==> src/rtl/tl_sensor.sv <==
// tl_sensor: per-street queue counters feeding the traffic-light controller's Ta/Tb inputs
module tl_street #(
  parameter int CW = 4,
  parameter int PASS_CYC = 3
) (
  input  logic          clk,
  input  logic          reset,
  input  logic          car,
  input  logic [1:0]    light,
  output logic [CW-1:0] cnt,
  output logic          ovf
);
  typedef enum logic [1:0] {EMPTY, WAIT, PASS} state_t;
  state_t st;
  logic [3:0] tmr;
  logic act, dep, full;
  logic [CW-1:0] nc;
  // the timer runs on the current light so a pass ends on the PASS_CYC-th green edge
  assign act = (st != EMPTY) && (light == 2'b00);
  assign dep = act && (tmr == 4'(PASS_CYC - 1));
  assign full = &cnt;
  assign nc = (car && !dep && !full) ? cnt + 1'b1 : (dep && !car) ? cnt - 1'b1 : cnt;
  always_ff @(posedge clk) begin
    if (reset) begin
      cnt <= '0;
      ovf <= 1'b0;
      tmr <= '0;
      st  <= EMPTY;
    end else begin
      cnt <= nc;
      ovf <= ovf | (car & full & ~dep);
      tmr <= (act && !dep) ? tmr + 4'd1 : 4'd0;
      st  <= (nc == '0) ? EMPTY : (light == 2'b00) ? PASS : WAIT;
    end
  end
endmodule

module tl_sensor #(
  parameter int CW = 4,
  parameter int PASS_CYC = 3
) (
  input  logic          clk,
  input  logic          reset,
  input  logic          car_a,
  input  logic          car_b,
  input  logic [1:0]    La,
  input  logic [1:0]    Lb,
  output logic          Ta,
  output logic          Tb,
  output logic [CW-1:0] cnt_a,
  output logic [CW-1:0] cnt_b,
  output logic          ovf_a,
  output logic          ovf_b,
  output logic          viol
);
  tl_street #(.CW(CW), .PASS_CYC(PASS_CYC)) u_a (
    .clk(clk), .reset(reset), .car(car_a), .light(La), .cnt(cnt_a), .ovf(ovf_a));
  tl_street #(.CW(CW), .PASS_CYC(PASS_CYC)) u_b (
    .clk(clk), .reset(reset), .car(car_b), .light(Lb), .cnt(cnt_b), .ovf(ovf_b));
  assign Ta = cnt_a != '0;
  assign Tb = cnt_b != '0;
  always_ff @(posedge clk)
    viol <= reset ? 1'b0 : viol | (&La) | (&Lb) | (La != 2'b10 && Lb != 2'b10);
endmodule

==> config.mk <==
export PLATFORM = sky130hd
export DESIGN_NAME = tl_sensor
export DESIGN_NICKNAME = d
export VERILOG_FILES = /design/src/rtl/tl_sensor.sv
export SDC_FILE = /design/constraint.sdc
export NUM_CORES = 1
export LEC_CHECK = 0
export BUFFER_PORTS_ARGS = -buffer_cell sky130_fd_sc_hd__buf_2
export CORE_MARGIN = 3
export CORE_UTILIZATION = 35
export CTS_CLUSTER_DIAMETER = 60
export DETAILED_ROUTE_END_ITERATION = 10
export GPL_TIMING_DRIVEN = 0
export SYNTH_ARGS = -nofsm -noshare
export SYNTH_HDL_FRONTEND = slang
export SYNTH_SLANG_ARGS = --single-unit
export TNS_END_PERCENT = 1
==> constraint.sdc <==
create_clock -name clk -period 2.09 [get_ports clk]
set_input_delay 0.418 -clock clk [delete_from_list [all_inputs] [get_ports clk]]
set_output_delay 0.418 -clock clk [all_outputs]
set_load 0.005 [all_outputs]
==> flow_summary_export.csv, run 1 <==
group,metric,value,unit
sta,rsz0062_at_grt,"yes",
cells_and_area,layout_common_cells,"nor2_1 (27), dfxtp_1 (21), buf_2 (18), nand3_1 (9), ha_1 (9)",
cells_and_area,final_common_cell,"nor2_1",
pwr,p_sw_share,29.7,%
pwr,comb_power_share,19.4,%
synth,yosysUniqueCellTypes,39,
place,portBuffers,18,
synth,yosys-top-cells-area,"dfxtp_1 (36%), ha_1 (9.9%), nor2_1 (8.0%)",
synth,synth_top_cell_area_share,36.4,%
pwr,clkPwrFrac,24.5,%
route,vias_per_cell,5.11,
die,chipHeight,66.1,um
outcome,violations,"setup timing",
sta,hold-worst-slack,387,ps
place,hpwl,2050,um
worst_setup_path,cp_slowest_cell,"or3b_4",
route,vias,1113,
die,initial_core_util,37.1,%
sta,skew,4.22,ps
cells_and_area,fin_nets,191,
die,core_area,3420,um2
sta,fmax,0.436,GHz
place,globalplace.congestion,0.752,
sta,setup_tns,-382,ps
global_routing,grt_pass1_wl,4690,um
clocking,clock_path_buffers,2,
place,place_ws,-276,ps
synth,ys.warnings.count,0,
route,finalWirelength,2750,um
die,io_pins,21,
sta,slew-limit-headroom,63.4,%
clocking,cts_root_buf,"clkbuf_4",
global_routing,antenna_found_initial,0,
synth,syn_nets,163,
synth,seq_area_frac_synth,36.4,%
clocking,cts_tree,"done",
global_routing,grtUsageTotal,13.7,%
sta,hold_viol_final,0,
worst_setup_path,cp-start-kind,"flop",
die,die_area,4380,um2
pwr,internal_power,0.606,mW
synth,syn_avg_cell_area,8.73,um2
worst_setup_path,crit_fanout,4,
cells_and_area,final_area,1510,um2
clocking,clkTransAtPathRegs,130,ps
cells_and_area,regArea,463,um2
route,drcViolationCount,0,
synth,async_flop_share,0,%
outcome,status,"finished with violations",
cells_and_area,num-fill-cells,346,
worst_setup_path,end_kind,"flop",
route,dr.pass1.iters,4,
route,drtIter0Drc,95,
worst_setup_path,critPathArrivalTime,2500,ps
global_routing,grt_overflow,0,
cells_and_area,diodes,0,
synth,synth_ff_type,"dfxtp_1",
synth,synth_top_area_cell,"dfxtp_1",
sta,tightest_slew,547,ps
sta,slew_viol_final,0,
route,antenna_left,0,
die,fp.dieW,66.1,um
die,rows,21,
route,avgRoutedWirePerCell,12.6,um
cells_and_area,drive_gt1_share,23.3,%
clocking,htree_levels,1,
pwr,p_sw,0.256,mW
sta,finalSetupViolCount,2,
synth,netlist_area,1270,um2
global_routing,grt_pass1_vias,1065,
worst_setup_path,cp_cell_sequence,"inv_2, ha_4, or3b_4, nor3_4, mux2i_1, mux2_4, o41a_1",
synth,synth_edf_count,0,
hold_path,hold_path_class,"primary input to flop",
pwr,vdd_drop_max,271,uV
worst_setup_path,crit_type,"flop to flop",
sta,setup_slack,-201,ps
synth,syn_inst,145,
synth,synth-seq-cells,23,
cells_and_area,multiInputGateArea,788,um2
clocking,cts_made_buffers,3,
global_routing,grt_max_degree,14,
worst_setup_path,worstPathRequired,2300,ps
cells_and_area,fin_util,44.3,%
pwr,seqPwrFrac,56.1,%
run,cap_violations,0,
pwr,p_leak,0.653,nW
sta,finalCriticalPeriod,2290,ps
clocking,clock_sinks,23,
cells_and_area,syn_to_final_growth,19.5,%
clocking,insertion_delay,310,ps
place,place_area,1420,um2
worst_setup_path,cp_slowest_stage_delay,400,ps
pwr,powerDensity,570,nW/um2
sta,period_share,110,%
## metal layers
layer	share of wire [%]	track usage [%]	vias to the layer above	wire length, um
li1	-	-	573	-
met1	45	16.4	516	1240
met2	49	24.0	22	1360
met3	4.8	2.55	2	132
met4	0.62	5.33	0	17
met5	0	0	-	0
## synth_stat cells, types with 2 or more instances
cell type and number:
nand2_1 7, and3_1 2, nor4_1 2, xnor2_1 3
dfxtp_1 23, or2_2 2, xor2_1 2, nand4_1 3
nand3_1 9, o21ai_0 3, mux2_4 2, a311oi_1 2
inv_1 7, a21oi_1 4, o41a_1 2, clkbuf_1 4
mux2i_1 5, nor2b_1 3, ha_1 10, nor2_1 27
a31oi_1 4, nor3_1 2
## state kept, by name, summed over array words and instances, names as in the netlist
| signal | cells |
|---|---|
| u_b.tmr | 4 |
| u_b.cnt | 4 |
| u_a.st | 2 |
| u_a.cnt | 4 |
| viol | 1 |
| u_a.ovf | 1 |
| u_b.ovf | 1 |
| u_a.tmr | 4 |
| u_b.st | 2 |
## layout make-up
type | count | share of cell area (%)
multi-input combinational | 110 | 52.1
clock buffer | 3 | 1.49
buffer | 5 | 1.24
sequential | 23 | 30.6
inverter | 7 | 1.74
tap | 46 | 3.80
clock inverter | 1 | 0.331
timing repair buffer | 23 | 8.68
## worst paths after layout
| kind | start | endpoint | slack (ps) | cells past startpoint |
|---|---|---|---|---|
| hold / removal | Lb[0] | u_b.st[1] | 390 | 3 |
| setup reg to reg | u_b.tmr[0] | u_b.st[1] | -200 | 7 |
| hold reg to reg | u_a.tmr[0] | u_a.tmr[0] | 480 | 1 |
| setup / recovery | u_b.tmr[0] | u_b.st[1] | -200 | 7 |
## repair_timing
action | CTS | global route
hold endpoints to repair | 0 | 0
hold buffers | 0 | 0
buffers inserted | 5 | 0
pin swaps | 3 | 0
gates cloned | 0 | 0
setup endpoints to repair | 4 | 4
gates resized for setup | 6 | 2
## critical path, delay by kind of cell, from the launching register on
kind / cells / cell delay, ps
multiplexers: 2 / 630
buffers and inverters: 1 / 60
adder cells (fa/ha/maj): 1 / 110
flip-flops: 1 / 340
AND/OR/NAND/NOR: 2 / 680
AO/OA/AOI/OAI: 1 / 360
## through the flow
stage                     std cells  total power [mW]
after global routing            218             0.924
after global placement          209             0.649
final                           218             0.862
after CTS                       218             0.878
after detailed placement        209             0.659
after floorplan                 145             0.601
## cells by family after synthesis
kind of cell               Yosys count  synth area share (%)
DFF                                 23                  36.4
buffers and inverters               12                  3.56
muxes                                8                  7.21
AOI/OAI and AO/OA                   24                  14.3
xor gates and xnor gates             5                  3.46
adders and majority gates           10                  9.88
and+or+nand+nor                     63                  25.2
## power by group through the flow
| stage | sequential [mW] | combinational [mW] | clock, mW |
|---|---|---|---|
| after floorplan | 0.490 | 0.111 | 0 |
| after global placement | 0.492 | 0.157 | 0 |
| after detailed placement | 0.494 | 0.165 | 0 |
| after CTS | 0.484 | 0.168 | 0.226 |
| after global routing | 0.489 | 0.189 | 0.246 |
| final | 0.484 | 0.167 | 0.211 |
No activity file was read; power rests on OpenSTA's default activity.
==> inputs of run 2 (changes only) <==
--- a/config.mk
+++ b/config.mk
@@ -11,6 +11,7 @@
 export CTS_CLUSTER_DIAMETER = 60
 export DETAILED_ROUTE_END_ITERATION = 10
 export GPL_TIMING_DRIVEN = 0
+export SETUP_SLACK_MARGIN = 0.3
 export SYNTH_ARGS = -nofsm -noshare
 export SYNTH_HDL_FRONTEND = slang
 export SYNTH_SLANG_ARGS = --single-unit
==> run 2 against run 1 <==
Against the previous run:
- count of clock-buffer cells in the layout did not move
- cell count did not move
- global-route usage rose by 0.071 points
- core utilization rose by 1.8 points
- hold slack improved by 2.4 ps
- routed wire length rose by 3.8%
- sequential share of layout area fell by 0.85 points
- critical path depth did not move
- first-iteration DRC count fell by 44%
- the flow still finishes with violations (setup timing)
- maximum frequency barely moved
- power rose by 1.2%
==> flow_summary_export.csv, run 2 (same netlist as run 1, synthesis figures left out) <==
group,metric,value,unit
die,die_area,4380,um2
route,drcViolationCount,0,
run,cap_violations,0,
worst_setup_path,crit_type,"flop to flop",
sta,slew-limit-headroom,52.1,%
pwr,comb_power_share,20.1,%
die,rows,21,
cells_and_area,fin_nets,191,
cells_and_area,layout_common_cells,"nor2_1 (27), buf_2 (19), dfxtp_1 (17), ha_1 (8)",
sta,tightest_slew,716,ps
sta,setup_tns,-374,ps
clocking,clock_path_buffers,2,
place,globalplace.congestion,0.752,
cells_and_area,drive_gt1_share,31.4,%
hold_path,hold_path_class,"primary input to flop",
hold_path,hold-path-cell-count,3,
global_routing,grt_overflow,0,
cells_and_area,final_common_cell,"nor2_1",
hold_path,holdPathEnd,"u_b.st[1]",
pwr,p_leak,0.666,nW
worst_setup_path,end_kind,"flop",
clocking,cts_tree,"done",
die,fp.dieW,66.1,um
die,chipHeight,66.1,um
die,io_pins,21,
sta,rsz0062_at_grt,"yes",
global_routing,grt_pass1_vias,1084,
pwr,powerDensity,554,nW/um2
worst_setup_path,cp-start-kind,"flop",
place,portBuffers,18,
worst_setup_path,reg2reg_depth,7,
sta,hold-worst-slack,389,ps
sta,slew_viol_final,0,
sta,period_share,110,%
route,antenna_left,0,
sta,fmax,0.437,GHz
clocking,clkTransAtPathRegs,120,ps
sta,finalCriticalPeriod,2290,ps
pwr,seqPwrFrac,55.6,%
cells_and_area,diodes,0,
hold_path,hp-start,"Lb[0]",
route,finalWirelength,2860,um
route,wl_met1,1260,um
cells_and_area,syn_to_final_growth,24.2,%
pwr,vdd_drop_max,255,uV
global_routing,grt_pass1_wl,4710,um
sta,setup_slack,-200,ps
pwr,internal_power,0.611,mW
pwr,p_sw,0.261,mW
pwr,p_sw_share,29.9,%
clocking,clock_sinks,23,
route,met2RoutedLength,1420,um
route,dr.pass1.iters,4,
place,place_area,1420,um2
clocking,cts_made_buffers,3,
outcome,status,"finished with violations",
route,wl_met3,163,um
worst_setup_path,worstPathRequired,2300,ps
pwr,clkPwrFrac,24.2,%
die,initial_core_util,37.1,%
global_routing,grtUsageTotal,13.8,%
cells_and_area,fin_util,46.0,%
clocking,htree_levels,1,
die,core_area,3420,um2
route,routed.top_layer,"met4",
clocking,insertion_delay,320,ps
cells_and_area,final_area,1570,um2
clocking,cts_root_buf,"clkbuf_4",
pwr,p_total,0.872,mW
global_routing,grt_max_degree,14,
route,vias_per_cell,5.18,
global_routing,antenna_found_initial,0,
sta,skew,9.88,ps
worst_setup_path,r2r_end,"u_b.st[1]",
sta,hold_viol_final,0,
route,drtIter0Drc,53,
sta,finalSetupViolCount,2,
worst_setup_path,crit_fanout,4,
worst_setup_path,r2r-start,"u_b.tmr[0]",
route,vias,1130,
outcome,violations,"setup timing",
worst_setup_path,critPathArrivalTime,2500,ps
place,hpwl,2050,um
route,avgRoutedWirePerCell,13.1,um
worst_setup_path,reg2reg_slack,-200,ps
run 2: cell count changes in the layout (fill, tap and decap cells not counted), sizes merged:
cell    previous run  this run
clkbuf             7         6
buf               24        25
run 2: metal layers:
| layer | global-route usage [%] | up-vias |
|---|---|---|
| met3 | 2.55 | 2 |
| met4 | 6.09 | 0 |
| met5 | 0 | - |
| met2 | 24.0 | 32 |
| li1 | - | 573 |
| met1 | 16.3 | 523 |
run 2: worst max-delay path by stage:
stage | from | to | slack, ps | cells after the start
after global routing | u_b.tmr[0] | u_b.st[0] | -330 | 7
after floorplan | u_b.tmr[0] | u_b.st[0] | -120 | 7
final | u_b.tmr[0] | u_b.st[1] | -200 | 7
after detailed placement | u_b.tmr[0] | u_b.st[0] | -280 | 7
after global placement | u_b.tmr[0] | u_b.st[0] | -220 | 7
after CTS | u_b.tmr[0] | u_b.st[1] | -190 | 7
run 2: worst max-delay path, stage by stage, from the launching register on:
cell	delay (ps)
dfxtp_2	340
inv_2	60
ha_4	110
or3b_4	400
nor3_4	280
mux2i_1	290
mux2_4	340
o41a_1	360
run 2: final cells by class:
cell class / instances / area [um2]
inverter: 7 / 26.3
timing repair buffer: 23 / 131
fill: 339 / 1840
clock inverter: 1 / 5.00
tap: 46 / 57.6
multi-input combinational: 110 / 842
sequential: 23 / 468
clock buffer: 3 / 22.5
buffer: 5 / 20.0
run 2: timing repair:
| item | in CTS | in global routing |
|---|---|---|
| setup endpoints to repair | 11 | 10 |
| hold buffers | 0 | 0 |
| cloned | 0 | 0 |
| buffers inserted | 5 | 0 |
| pin swaps | 6 | 7 |
| resized for setup | 13 | 13 |
run 2: stage by stage:
step,worst slack [ps],std cells
global placement,-223,209
global route,-325,218
floorplan,-119,145
detailed placement,-276,209
finish,-200,218
CTS,-193,218
run 2: power groups by stage:
stage,registers (mW),logic [mW],clock network (mW)
final,0.485,0.175,0.211
after global routing,0.491,0.199,0.246
after CTS,0.484,0.170,0.226
after detailed placement,0.494,0.165,0
after global placement,0.492,0.157,0
after floorplan,0.490,0.111,0
==> inputs of run 3 (changes only) <==
--- a/config.mk
+++ b/config.mk
@@ -5,9 +5,10 @@
 export SDC_FILE = /design/constraint.sdc
 export NUM_CORES = 1
 export LEC_CHECK = 0
-export BUFFER_PORTS_ARGS = -buffer_cell sky130_fd_sc_hd__buf_2
+export BUFFER_PORTS_ARGS = -buffer_cell sky130_fd_sc_hd__clkbuf_2
 export CORE_MARGIN = 3
 export CORE_UTILIZATION = 35
+export CTS_BUF_LIST = sky130_fd_sc_hd__clkbuf_4 sky130_fd_sc_hd__clkbuf_8 sky130_fd_sc_hd__clkbuf_16
 export CTS_CLUSTER_DIAMETER = 60
 export DETAILED_ROUTE_END_ITERATION = 10
 export GPL_TIMING_DRIVEN = 0
==> run 3 against run 2 <==
Against the previous run:
- the flow still finishes with violations (setup timing)
- routed wire length shrank 0.98%
- cell count fell by 0.46%
- critical path type unchanged
- register-to-register slack got worse by 20 ps
- maximum frequency is 0.79% lower
- clock skew decreased by 2.1 ps
- sequential power is essentially flat
==> flow_summary_export.csv, run 3 (same netlist as run 1, synthesis figures left out) <==
group,metric,value,unit
clocking,clock_sinks,23,
die,initial_core_util,37.1,%
cells_and_area,num-fill-cells,332,
route,dr.pass1.iters,4,
sta,skew,7.76,ps
place,portBuffers,18,
sta,finalCriticalPeriod,2310,ps
sta,period_share,110,%
sta,slew-limit-headroom,53.4,%
clocking,clock_path_buffers,2,
cells_and_area,syn_to_final_growth,25.5,%
pwr,powerDensity,547,nW/um2
sta,setup_slack,-219,ps
cells_and_area,layout_common_cells,"nor2_1 (27), clkbuf_2 (18), dfxtp_1 (18), ha_1 (8), nand2_1 (7)",
global_routing,grt_overflow,0,
run,cap_violations,0,
global_routing,use_met3,2.55,%
global_routing,grtUsageTotal,12.7,%
cells_and_area,final_common_cell,"nor2_1",
worst_setup_path,end_kind,"flop",
global_routing,grt_max_degree,14,
clocking,htree_levels,1,
global_routing,grt_use_met2,22.2,%
place,hpwl,1970,um
sta,rsz0062_at_grt,"yes",
pwr,p_total,0.869,mW
die,chipHeight,66.1,um
sta,setup_tns,-432,ps
pwr,p_leak,0.656,nW
die,io_pins,21,
place,globalplace.congestion,0.754,
route,finalWirelength,2830,um
clocking,cts_root_buf,"clkbuf_4",
sta,tightest_slew,697,ps
worst_setup_path,crit_type,"flop to flop",
cells_and_area,final_area,1590,um2
clocking,insertion_delay,320,ps
clocking,clkTransAtPathRegs,120,ps
cells_and_area,drive_gt1_share,31.0,%
outcome,status,"finished with violations",
die,die_area,4380,um2
sta,finalSetupViolCount,2,
global_routing,grt_pass1_wl,4400,um
clocking,cts_made_buffers,3,
outcome,violations,"setup timing",
clocking,cts_hold_buf,0,
sta,hold_viol_final,0,
global_routing,antenna_found_initial,0,
worst_setup_path,reg2reg_slack,-220,ps
sta,slew_viol_final,0,
worst_setup_path,worstPathRequired,2300,ps
route,antenna_left,0,
die,fp.dieW,66.1,um
route,vias_per_cell,5.27,
global_routing,grt_pass1_vias,1034,
cells_and_area,fin_nets,190,
clocking,cts_tree,"done",
route,vias,1144,
die,core_area,3420,um2
route,avgRoutedWirePerCell,13.0,um
cells_and_area,diodes,0,
global_routing,top_usage_layer,"met2",
worst_setup_path,cp-start-kind,"flop",
sta,fmax,0.433,GHz
place,place_area,1420,um2
route,drtIter0Drc,56,
route,drcViolationCount,0,
die,rows,21,
global_routing,use_met1,15.3,%
pwr,vdd_drop_max,205,uV
worst_setup_path,critPathArrivalTime,2520,ps
worst_setup_path,crit_fanout,4,
hold_path,hold_path_class,"primary input to flop",
[run 3: report_power, final]
group          switching (mW)  total, mW  internal, mW
clock network           0.137      0.209        0.0717
logic                  0.0993      0.176        0.0770
registers              0.0241      0.483         0.459
total                   0.261      0.869         0.608
[run 3: area by class of cell]
class | instances | area, um2 | area share (%)
multi-input combinational | 110 | 857 | 53.9
sequential | 23 | 472 | 29.7
timing repair buffer | 22 | 128 | 8.03
tap | 46 | 57.6 | 3.62
inverter | 7 | 28.8 | 1.81
clock buffer | 3 | 22.5 | 1.42
buffer | 5 | 18.8 | 1.18
clock inverter | 1 | 5.00 | 0.315
[run 3: metrics by stage]
| step | hold WS (ps) | setup WS, ps | cells | utilization [%] |
|---|---|---|---|---|
| floorplan | 407 | -119 | 145 | - |
| global placement | 415 | -222 | 209 | 41.4 |
| detailed placement | 423 | -247 | 209 | 41.4 |
| CTS | 389 | -203 | 216 | 43.9 |
| global route | 385 | -303 | 217 | 46.5 |
| finish | 395 | -219 | 217 | 46.5 |
[run 3: critical path, cell delays in order, from the launching register on]
cell	delay, ps
dfxtp_2	340
inv_2	50
ha_4	110
or3b_4	400
nor3_4	310
mux2i_2	290
mux2_4	340
o41a_1	360
[run 3: path summary, 6_finish.rpt]
check / cells past startpoint / start / end
worst min-delay path: 3 / Lb[0] / u_b.st[1]
worst min register to register: 1 / u_a.tmr[0] / u_a.tmr[0]
worst max-delay path: 7 / u_b.tmr[0] / u_b.st[1]
worst max register to register: 7 / u_b.tmr[0] / u_b.st[1]
[run 3: layer usage]
metal	vias to the layer above	routed length, um
met2	40	1420
met1	529	1200
met3	6	170
met4	0	33
li1	569	-
met5	-	0
[run 3: what timing repair did]
item                       in CTS  in global routing
resized for setup               8                 21
setup endpoints to repair      11                 10
setup buffers                   3                  1
pin swaps                       4                 12
